`src/rtl/hazard_ctrl_pkg.sv`:
```
// Shared types and constants for the pipeline hazard controller.
// Holds the FSM state encoding and the EX-stage jump encoding.
package pipe_ctrl_pkg;

  typedef enum logic [0:0] {
    RUN   = 1'b0,
    MWAIT = 1'b1
  } state_t;

  localparam logic [1:0] JMP_NONE = 2'b00;
  localparam logic [1:0] JMP_BR   = 2'b01;
  localparam logic [1:0] JMP_JAL  = 2'b10;
  localparam logic [1:0] JMP_JALR = 2'b11;

  // Taken branches and both jump kinds change the fetch stream.
  function automatic logic is_redirect(input logic [1:0] jump, input logic taken);
    return ((jump == JMP_BR) && taken) || jump[1];
  endfunction

endpackage

```
`src/rtl/hazard_ctrl_if.sv`:
```
// Pipeline-facing signal bundle of the hazard controller.
// The slave modport is the controller; the master modport is the datapath.
interface hazard_ctrl_if #(
  parameter int CNT_W = 32
);
  logic [4:0]       ID_rs1;
  logic [4:0]       ID_rs2;
  logic             ID_use_rs1;
  logic             ID_use_rs2;
  logic             EX_Memread;
  logic [4:0]       EX_rd_addr;
  logic [1:0]       EX_jump;
  logic             branch_taken;
  logic             IM_stall;
  logic             DM_stall;
  logic             PC_write;
  logic             IFID_write;
  logic             IDEX_stall;
  logic             IFID_flush;
  logic             IDEX_flush;
  logic [CNT_W-1:0] stall_cnt;
  logic [CNT_W-1:0] flush_cnt;
  logic             wait_err;

  modport master (
    output ID_rs1, ID_rs2, ID_use_rs1, ID_use_rs2, EX_Memread, EX_rd_addr,
           EX_jump, branch_taken, IM_stall, DM_stall,
    input  PC_write, IFID_write, IDEX_stall, IFID_flush, IDEX_flush,
           stall_cnt, flush_cnt, wait_err
  );

  modport slave (
    input  ID_rs1, ID_rs2, ID_use_rs1, ID_use_rs2, EX_Memread, EX_rd_addr,
           EX_jump, branch_taken, IM_stall, DM_stall,
    output PC_write, IFID_write, IDEX_stall, IFID_flush, IDEX_flush,
           stall_cnt, flush_cnt, wait_err
  );
endinterface

```
`src/rtl/hazard_ctrl_sat_counter.sv`:
```
// Saturating up-counter with synchronous clear; holds at MAX instead of wrapping.
module sat_counter #(
  parameter int           W   = 8,
  parameter logic [W-1:0] MAX = '1
) (
  input  logic         clk,
  input  logic         clr,
  input  logic         inc,
  output logic [W-1:0] count
);

  // Count register: clear wins over increment.
  always_ff @(posedge clk) begin
    if (clr) begin
      count <= '0;
    end else if (inc && (count != MAX)) begin
      count <= count + W'(1);
    end else begin
      count <= count;
    end
  end

endmodule

```
`src/rtl/hazard_ctrl.sv`:
```
// Pipeline hazard controller: load-use bubbles, redirect flushes, memory-wait
// freeze with redirect replay, and saturating stall/flush counters.
module hazard_ctrl
  import pipe_ctrl_pkg::*;
#(
  parameter int CNT_W        = 32,
  parameter int WAIT_TIMEOUT = 1024
) (
  input logic          clk,
  input logic          rst,
  hazard_ctrl_if.slave hz
);

  localparam int               WAIT_W   = $clog2(WAIT_TIMEOUT + 1);
  localparam logic [WAIT_W-1:0] WAIT_MAX = WAIT_W'(WAIT_TIMEOUT);

  state_t            state_r;
  state_t            state_nxt_s;
  logic              pend_flush_r;
  logic              pend_flush_nxt_s;
  logic              wait_err_r;
  logic              wait_err_nxt_s;
  logic [WAIT_W-1:0] wait_cnt_r;
  logic              wait_inc_s;
  logic              wait_clr_s;
  logic              redirect_s;
  logic              load_use_s;
  logic              busy_s;
  logic              wait_reach_s;
  logic              pc_write_s;
  logic              ifid_write_s;
  logic              idex_stall_s;
  logic              ifid_flush_s;
  logic              idex_flush_s;
  logic [CNT_W-1:0]  stall_cnt_s;
  logic [CNT_W-1:0]  flush_cnt_s;

  assign redirect_s = is_redirect(hz.EX_jump, hz.branch_taken);
  assign busy_s     = hz.IM_stall | hz.DM_stall;
  assign load_use_s = hz.EX_Memread && (hz.EX_rd_addr != 5'd0) &&
                      ((hz.ID_use_rs1 && (hz.ID_rs1 == hz.EX_rd_addr)) ||
                       (hz.ID_use_rs2 && (hz.ID_rs2 == hz.EX_rd_addr)));
  // True when the wait counter's next value lands on the timeout.
  assign wait_reach_s = ({1'b0, wait_cnt_r} + {{WAIT_W{1'b0}}, 1'b1}) >= {1'b0, WAIT_MAX};

  // Next-state and output decode; busy beats redirect beats load-use.
  always_comb begin
    state_nxt_s      = state_r;
    pend_flush_nxt_s = pend_flush_r;
    wait_err_nxt_s   = wait_err_r;
    wait_inc_s       = 1'b0;
    wait_clr_s       = 1'b0;
    pc_write_s       = 1'b1;
    ifid_write_s     = 1'b1;
    idex_stall_s     = 1'b1;
    ifid_flush_s     = 1'b0;
    idex_flush_s     = 1'b0;
    if (rst) begin
      state_nxt_s      = RUN;
      pend_flush_nxt_s = 1'b0;
      wait_err_nxt_s   = 1'b0;
      wait_clr_s       = 1'b1;
      pc_write_s       = 1'b0;
      ifid_write_s     = 1'b0;
      idex_stall_s     = 1'b0;
    end else if (busy_s) begin
      state_nxt_s      = MWAIT;
      pend_flush_nxt_s = (state_r == MWAIT) ? (pend_flush_r | redirect_s) : redirect_s;
      wait_inc_s       = 1'b1;
      pc_write_s       = 1'b0;
      ifid_write_s     = 1'b0;
      idex_stall_s     = 1'b0;
      if (wait_reach_s) begin
        wait_err_nxt_s = 1'b1;
      end else begin
        wait_err_nxt_s = wait_err_r;
      end
    end else begin
      case (state_r)
        RUN: begin
          state_nxt_s      = RUN;
          pend_flush_nxt_s = 1'b0;
        end
        MWAIT: begin
          // Leaving the freeze replays any redirect seen while frozen.
          state_nxt_s      = RUN;
          pend_flush_nxt_s = 1'b0;
          wait_clr_s       = 1'b1;
        end
        default: begin
          state_nxt_s      = RUN;
          pend_flush_nxt_s = 1'b0;
          wait_clr_s       = 1'b1;
        end
      endcase
      if (redirect_s || pend_flush_r) begin
        ifid_flush_s = 1'b1;
        idex_flush_s = 1'b1;
      end else if (load_use_s) begin
        pc_write_s   = 1'b0;
        ifid_write_s = 1'b0;
        idex_flush_s = 1'b1;
      end else begin
        pc_write_s   = 1'b1;
        ifid_write_s = 1'b1;
      end
    end
  end

  // State, pending-flush and sticky timeout registers.
  always_ff @(posedge clk) begin
    if (rst) begin
      state_r      <= RUN;
      pend_flush_r <= 1'b0;
      wait_err_r   <= 1'b0;
    end else begin
      state_r      <= state_nxt_s;
      pend_flush_r <= pend_flush_nxt_s;
      wait_err_r   <= wait_err_nxt_s;
    end
  end

  sat_counter #(.W(WAIT_W), .MAX(WAIT_MAX)) u_wait_cnt (
    .clk   (clk),
    .clr   (wait_clr_s),
    .inc   (wait_inc_s),
    .count (wait_cnt_r)
  );

  sat_counter #(.W(CNT_W)) u_stall_cnt (
    .clk   (clk),
    .clr   (rst),
    .inc   (~rst & ~pc_write_s),
    .count (stall_cnt_s)
  );

  sat_counter #(.W(CNT_W)) u_flush_cnt (
    .clk   (clk),
    .clr   (rst),
    .inc   (~rst & ifid_flush_s),
    .count (flush_cnt_s)
  );

  assign hz.PC_write   = pc_write_s;
  assign hz.IFID_write = ifid_write_s;
  assign hz.IDEX_stall = idex_stall_s;
  assign hz.IFID_flush = ifid_flush_s;
  assign hz.IDEX_flush = idex_flush_s;
  assign hz.stall_cnt  = stall_cnt_s;
  assign hz.flush_cnt  = flush_cnt_s;
  assign hz.wait_err   = wait_err_r;

endmodule

```
`src/flat_wrapper.sv`:
```
// flat-port wrapper written by rule: the top's interface ports become plain ports
module hazard_ctrl_flat import pipe_ctrl_pkg::*;
#(
  parameter int CNT_W        = 32,
  parameter int WAIT_TIMEOUT = 1024
)
  (clk, rst, hz_ID_rs1, hz_ID_rs2, hz_ID_use_rs1, hz_ID_use_rs2, hz_EX_Memread, hz_EX_rd_addr, hz_EX_jump, hz_branch_taken, hz_IM_stall, hz_DM_stall, hz_PC_write, hz_IFID_write, hz_IDEX_stall, hz_IFID_flush, hz_IDEX_flush, hz_stall_cnt, hz_flush_cnt, hz_wait_err);
  hazard_ctrl_if #(.CNT_W(CNT_W)) hz_i ();
  input logic clk;
  input logic rst;
  input wire logic [$bits(hz_i.ID_rs1)-1:0] hz_ID_rs1;
  input wire logic [$bits(hz_i.ID_rs2)-1:0] hz_ID_rs2;
  input wire logic [$bits(hz_i.ID_use_rs1)-1:0] hz_ID_use_rs1;
  input wire logic [$bits(hz_i.ID_use_rs2)-1:0] hz_ID_use_rs2;
  input wire logic [$bits(hz_i.EX_Memread)-1:0] hz_EX_Memread;
  input wire logic [$bits(hz_i.EX_rd_addr)-1:0] hz_EX_rd_addr;
  input wire logic [$bits(hz_i.EX_jump)-1:0] hz_EX_jump;
  input wire logic [$bits(hz_i.branch_taken)-1:0] hz_branch_taken;
  input wire logic [$bits(hz_i.IM_stall)-1:0] hz_IM_stall;
  input wire logic [$bits(hz_i.DM_stall)-1:0] hz_DM_stall;
  output wire logic [$bits(hz_i.PC_write)-1:0] hz_PC_write;
  output wire logic [$bits(hz_i.IFID_write)-1:0] hz_IFID_write;
  output wire logic [$bits(hz_i.IDEX_stall)-1:0] hz_IDEX_stall;
  output wire logic [$bits(hz_i.IFID_flush)-1:0] hz_IFID_flush;
  output wire logic [$bits(hz_i.IDEX_flush)-1:0] hz_IDEX_flush;
  output wire logic [$bits(hz_i.stall_cnt)-1:0] hz_stall_cnt;
  output wire logic [$bits(hz_i.flush_cnt)-1:0] hz_flush_cnt;
  output wire logic [$bits(hz_i.wait_err)-1:0] hz_wait_err;
  assign hz_i.ID_rs1 = hz_ID_rs1;
  assign hz_i.ID_rs2 = hz_ID_rs2;
  assign hz_i.ID_use_rs1 = hz_ID_use_rs1;
  assign hz_i.ID_use_rs2 = hz_ID_use_rs2;
  assign hz_i.EX_Memread = hz_EX_Memread;
  assign hz_i.EX_rd_addr = hz_EX_rd_addr;
  assign hz_i.EX_jump = hz_EX_jump;
  assign hz_i.branch_taken = hz_branch_taken;
  assign hz_i.IM_stall = hz_IM_stall;
  assign hz_i.DM_stall = hz_DM_stall;
  assign hz_PC_write = hz_i.PC_write;
  assign hz_IFID_write = hz_i.IFID_write;
  assign hz_IDEX_stall = hz_i.IDEX_stall;
  assign hz_IFID_flush = hz_i.IFID_flush;
  assign hz_IDEX_flush = hz_i.IDEX_flush;
  assign hz_stall_cnt = hz_i.stall_cnt;
  assign hz_flush_cnt = hz_i.flush_cnt;
  assign hz_wait_err = hz_i.wait_err;
  hazard_ctrl #(.CNT_W(CNT_W), .WAIT_TIMEOUT(WAIT_TIMEOUT)) u_core (.clk(clk), .rst(rst), .hz(hz_i));
endmodule
```
`config.mk`:
```
export PLATFORM = sky130hd
export DESIGN_NAME = hazard_ctrl_flat
export DESIGN_NICKNAME = d
export VERILOG_FILES = /design/src/rtl/hazard_ctrl_pkg.sv /design/src/rtl/hazard_ctrl_if.sv /design/src/rtl/hazard_ctrl_sat_counter.sv /design/src/rtl/hazard_ctrl.sv /design/src/flat_wrapper.sv
export SDC_FILE = /design/constraint.sdc
export NUM_CORES = 1
export LEC_CHECK = 0
export ABC_AREA = 0
export CELL_PAD_IN_SITES_DETAIL_PLACEMENT = 0
export CELL_PAD_IN_SITES_GLOBAL_PLACEMENT = 1
export CORE_UTILIZATION = 37
export DETAILED_ROUTE_END_ITERATION = 8
export GPL_ROUTABILITY_DRIVEN = 0
export GPL_TIMING_DRIVEN = 0
export PLACE_DENSITY_LB_ADDON = 0.1
export SYNTH_ARGS = -nofsm -noshare
export SYNTH_HDL_FRONTEND = slang
export SYNTH_SLANG_ARGS = --single-unit
```
`constraint.sdc`:
```
create_clock -name clk -period 2.85 [get_ports clk]
set_input_delay 0.4275 -clock clk [delete_from_list [all_inputs] [get_ports clk]]
set_output_delay 0.4275 -clock clk [all_outputs]
set_load 0.05 [all_outputs]
```
Yosys cells after proc, flatten, opt, wreduce, memory -nomap -nowiden
Cells that the tools add are included.

Multiplexer cells: 19. Reductions and logical operators: 14. Add/sub/neg operators: 4. Multiply operators: 0. Eq/ne operators: 6. Div/mod/pow operators: 0. $lt $le $gt $ge: 1. Shift-type cells: 0. Bitwise logic cells: 7.

Operators with widths (number): 32-bit by 1-bit adder with 32-bit output (second input constant) (2); 32-bit inequality test (second input constant) (2); 1-bit two-way mux (19); 11-bit by 1-bit adder with 12-bit output (second input constant) (1); 12-bit by 11-bit >= comparator with 1-bit output (second input constant) (1); 11-bit by 1-bit adder with 11-bit output (second input constant) (1); 11-bit inequality test (second input constant) (1); 5-bit == test (2); 1-bit logical AND (8); 5-bit nonzero test (1); 1-bit logical OR (3); 1-bit NOT (3); 1-bit bitwise AND (2); 2-bit by 1-bit == test with 1-bit output (second input constant) (1); 1-bit OR (2); 2-bit AND reduction (1); 2-bit OR reduction (1).

Bits in writable memories: 0. Bits in latches: 0. Register bits: 78. Output and inout port bits: 70. Logic and storage cells: 57. Memories kept: 0. Bits in read-only memories: 0. Input bits: 25.

Logic depth before layout (Yosys ltp)
Gate-level depths: netlist of the first run.

Word-level depth: 11. Mapped depth: 8. Mapped depth without buffers: 7.

Hierarchy
A second synthesis of the first run with hierarchy kept.

Cells, all modules: 502. Area total of the unflattened synthesis: 4239.1 µm².

Modules (own cells, without submodules): sat_counter at u_core.u_flush_cnt ... (cells an instance 199, times used 2, area each 1674.1 µm², sequential area each 640.6 µm²); sat_counter at u_core.u_wait_cnt (cells an instance 63, times used 1, area each 560.5 µm², sequential area each 220.2 µm²); hazard_ctrl (cells an instance 41, times used 1, area each 330.3 µm², sequential area each 60.1 µm²).

Worst setup path after synthesis of the first run
Ideal clock, no wire load.

Kind: input to output. Start point: input port hz_EX_rd_addr[0]. End point: output port hz_PC_write. Arrival: 2.358 ns. Slack: 0.064 ns. Cell stages on the path: 5. Buffers on the path: 1. Required time: 2.423 ns. Cell sequence: or4_1 > o21ai_0 > nor2_1 > a21oi_1 > buf_4.

Word-level cells in the longest chain between the ends: 8. Elaborated cells on any way between the ends: 12. Classes of those cells: eq/ne: 2; mux: 4; reduce/logical: 6.

Ends and longest elaborated chain: start: declaration (RTL line flat_wrapper.sv:16) `input wire logic [$bits(hz_i.EX_rd_addr)-1:0] hz_EX_rd_addr;`; 5-bit == test, on equally long branches (RTL line hazard_ctrl.sv:41, hazard_ctrl.sv:42); 1-bit logical AND, on equally long branches (RTL line hazard_ctrl.sv:41, hazard_ctrl.sv:42); 1-bit logical OR (RTL line hazard_ctrl.sv:41) `((hz.ID_use_rs1 && (hz.ID_rs1 == hz.EX_rd_addr)) ||`; 1-bit logical AND (*) (RTL line hazard_ctrl.sv:40) `assign load_use_s = hz.EX_Memread && (hz.EX_rd_addr != 5'd0) &&`; 1-bit two-way mux (*) (4 in series); end: declaration (RTL line flat_wrapper.sv:21) `output wire logic [$bits(hz_i.PC_write)-1:0] hz_PC_write;`.

Every way passes the cells marked *; elsewhere a longest branch is shown, timed or not.

Worst setup path after layout of the first run
Start point: input port hz_EX_rd_addr[0]. End point: output port hz_PC_write.

Word-level cells in the longest chain between the ends: 8. Elaborated cells on any way between the ends: 12. Classes of those cells: eq/ne: 2; mux: 4; reduce/logical: 6.

Ends and longest elaborated chain: 5-bit == test, on equally long branches (RTL line hazard_ctrl.sv:41, hazard_ctrl.sv:42); 1-bit logical AND, on equally long branches (RTL line hazard_ctrl.sv:41, hazard_ctrl.sv:42); 1-bit logical OR (RTL line hazard_ctrl.sv:41); 1-bit logical AND (*) (RTL line hazard_ctrl.sv:40); 1-bit two-way mux (*) (RTL line hazard_ctrl.sv:99) `end else if (load_use_s) begin`; 1-bit two-way mux (*) (RTL line hazard_ctrl.sv:96) `if (redirect_s || pend_flush_r) begin`; 1-bit two-way mux (*) (RTL line hazard_ctrl.sv:66) `end else if (busy_s) begin`; 1-bit two-way mux (*) (RTL line hazard_ctrl.sv:58) `if (rst) begin`.

Marked as above.

==> metrics.yaml, run 1 <==
critical_path:
  r2r_slack_ns: 0.50
  cp.arrival_ns: 2.32
  reg2reg_to: "u_core.u_flush_cnt.count[26]"
  path_max_fanout: 3
  reg2reg_from: "u_core.u_flush_cnt.count[0]"
  cp-start-kind: "input port"
  startpoint: "hz_EX_rd_addr[0]"
  worstPathRequired_ns: 2.42
  ff2ff_path_depth: 7
  path_class: "input port to output pin"
  end_kind: "output pin"
  cp-endpoint: "hz_PC_write"
power:
  peakVddDrop_mv: 0.2457
  p_leak_nw: 1.817
  powerDensity_mw_per_mm2: 424.1
  power_w: 0.002249
route:
  first_pass_iters: 5
  avgViaCountPerCell: 5.228
  drt-initial-drc-count: 119
  post_drt_wl_per_cell_um: 14.34
  route.detailed.drc: 0
  postRouteAntennaNets: 0
  totalWireLength_um: 10270
  num_vias: 3743
place:
  post_dp_cell_area_mm2: 0.005086
  hpwlAfterDp_um: 7757
  port_buffers: 93
yosys:
  synth.area.top_cells: "dfxtp_1, xor2_1, nor2_1, nand4_1, xnor2_1"
  syn-num-nets: 500
  avgSynthCellArea_um2: 8.461
  syn_area_mm2: 0.003985
  synthDistinctLibCells: 54
  synthArstFlopShare_pct: 0
  ys_ff_latch: 78
  synthFlopType: "dfxtp_1"
  synth_edf_count: 0
  yosysWarnings: 0
  yosysSeqAreaShare_pct: 39.18
  synth_top_area_share_pct: 39.18
  syn_inst: 471
  yosysTopAreaCell: "dfxtp_1"
floorplan:
  fp-row-count: 37
  die_area_mm2: 0.01119
  die_h_um: 105.8
  initial_core_util_pct: 38.43
  fp.coreArea_mm2: 0.01037
  io_pins: 95
  die-width_um: 105.8
sta:
  rsz0062_at_grt: "false"
  hold_viol: 0
  timing.final.crit_share_pct: 96.30
  worstMarginPinSlew_ns: 0.6879
  setup_viol: 0
  fmax_mhz: 364.4
  finalClockSkew_ns: 0.01185
  post-route-min-period_ns: 2.745
  maxSlewHeadroom_pct: 53.72
  slew_violations: 0
clocking:
  hold_buffers: 0
  numCtsBuffers: 9
  cts_tree: "done"
  root_buffer: "clkbuf_8"
  cts_htree_levels: 3
  insertion_delay_ns: 0.36
  cts_buffer_depth: 2
  clkTransAtPathRegs_ns: 0.07
  clkSinkCount: 78
grt:
  grt_pass1_vias: 3499
  grt_usage_pct: 19.52
  grt_pass1_wl_um: 17390
  grt_antenna_before_repair: 0
  grt_start_max_net_pins: 14
  grt-ovfl-total: 0
finish:
  syn_to_final_growth_pct: 33.09
  final_cell_area_mm2: 0.005304
  layout_commonest_cell: "clkdlybuf4s50_1"
  antenna_cells: 0
  final_cell_mix: "clkdlybuf4s50_1, dfxtp_1, nor2_1"
  drive_gt1_share_pct: 8.793
  layout.nets: 604
hold_path:
  min_path_type: "flop to flop"
  worstHoldStart: "u_core.hz.wait_err"
status:
  status: "completed"
run:
  max-cap-violations: 0
[sequential cells by signal, summed over array words and instances (netlist names)]
signal,count
u_core.u_flush_cnt.count,32
u_core.u_stall_cnt.count,32
u_core.u_wait_cnt.count,11
u_core.hz.wait_err,1
u_core.pend_flush_r,1
u_core.state_r,1
[power by group]
| part | internal, W | switching [W] | total (W) |
|---|---|---|---|
| combinational | 0.0000804 | 0.000114 | 0.000194 |
| clock | 0.000516 | 0.000427 | 0.000943 |
| sequential | 0.00110 | 0.0000128 | 0.00111 |
[worst min-delay path by stage]
stage	to	slack, ns	cells after the start
6_report	u_core.hz.wait_err	0.49	2
4_1_cts	u_core.hz.wait_err	0.49	2
5_1_grt	u_core.hz.wait_err	0.52	2
2_1_floorplan	u_core.u_wait_cnt.count[5]	0.46	2
3_5_place_dp	u_core.hz.wait_err	0.47	2
3_3_place_gp	u_core.u_stall_cnt.count[27]	0.47	2
[logic make-up (layout without fill, tap and decap cells)]
| logic type | Yosys count | count (layout) | share of synthesized area (%) |
|---|---|---|---|
| buffers and inverters | 23 | 132 | 3.171 |
| multiplexers | 5 | 5 | 1.381 |
| AND/OR/NAND/NOR | 242 | 242 | 32.65 |
| XOR/XNOR | 55 | 55 | 12.09 |
| AO/OA/AOI/OAI | 64 | 64 | 10.27 |
| flip-flops | 78 | 78 | 39.18 |
| adder cells (fa/ha/maj) | 4 | 4 | 1.256 |
[layout make-up]
cell class | count | area [µm²]
Buffer | 16 | 100.1
Clock buffer | 10 | 137.6
Clock inverter | 6 | 83.83
Fill cell | 1052 | 5066
Inverter | 7 | 26.28
Multi-Input combinational cell | 370 | 2307
Sequential cell | 78 | 1562
Tap cell | 136 | 170.2
Timing Repair Buffer | 93 | 917.1
[layer usage]
layer / routed length, µm / vias to the layer above / share of wire (%) / global-route usage (%)
li1: - / 1901 / - / -
met1: 4949 / 1748 / 48 / 26.42
met2: 4655 / 80 / 45 / 30.58
met3: 488 / 14 / 4.8 / 3.834
met4: 178 / 0 / 1.7 / 7.242
met5: 0 / - / 0 / 0
[critical path, cell delays in order]
cell and delay, ns:
clkdlybuf4s50_1 0.50, or4_1 0.63, o21ai_2 0.20, nor2_1 0.06, a21oi_1 0.19, buf_4 0.13
buf_4 0.18
[timing repair]
action / 4_1_cts / 5_1_grt
gates resized for setup: 14 / 4
setup endpoints to repair: 4 / 2
buffers inserted: 0 / 0
pin swaps: 0 / 0
[cells in the mapped netlist (all sizes together) (8+ instances only)]
cell type and count:
a21oi 26, and3 20, clkbuf 10, dfxtp 78
nand2 40, nand3 26, nand4 31, nor2 68
nor3 8, o21ai 21, or3 18, xnor2 18
xor2 37
[stage by stage]
stage	worst slack [ns]	cells	TNS [ns]	hold WS (ns)	util [%]
after global placement	-0.6388	700	-1.972	0.4715	49.05
after floorplan	0.06418	471	0	0.4630	-
after detailed placement	-0.6360	700	-2.155	0.4682	49.05
after CTS	0.05222	716	0	0.4907	51.11
after global routing	0.03379	716	0	0.5190	51.15
final	0.1055	716	0	0.4851	51.15
Note: power is estimated with default switching activity, not from simulation.
==> inputs of run 2 (changes only) <==
CTS_CLUSTER_SIZE = 12   (was default)
==> results of run 2 <==
Final layout, timing and power as in run 1 (identical DEF).
==> inputs of run 3 (changes only) <==
GPL_ROUTABILITY_DRIVEN = default   (was 0)
==> results of run 3 <==
Final layout, timing and power as in run 1 (identical DEF).
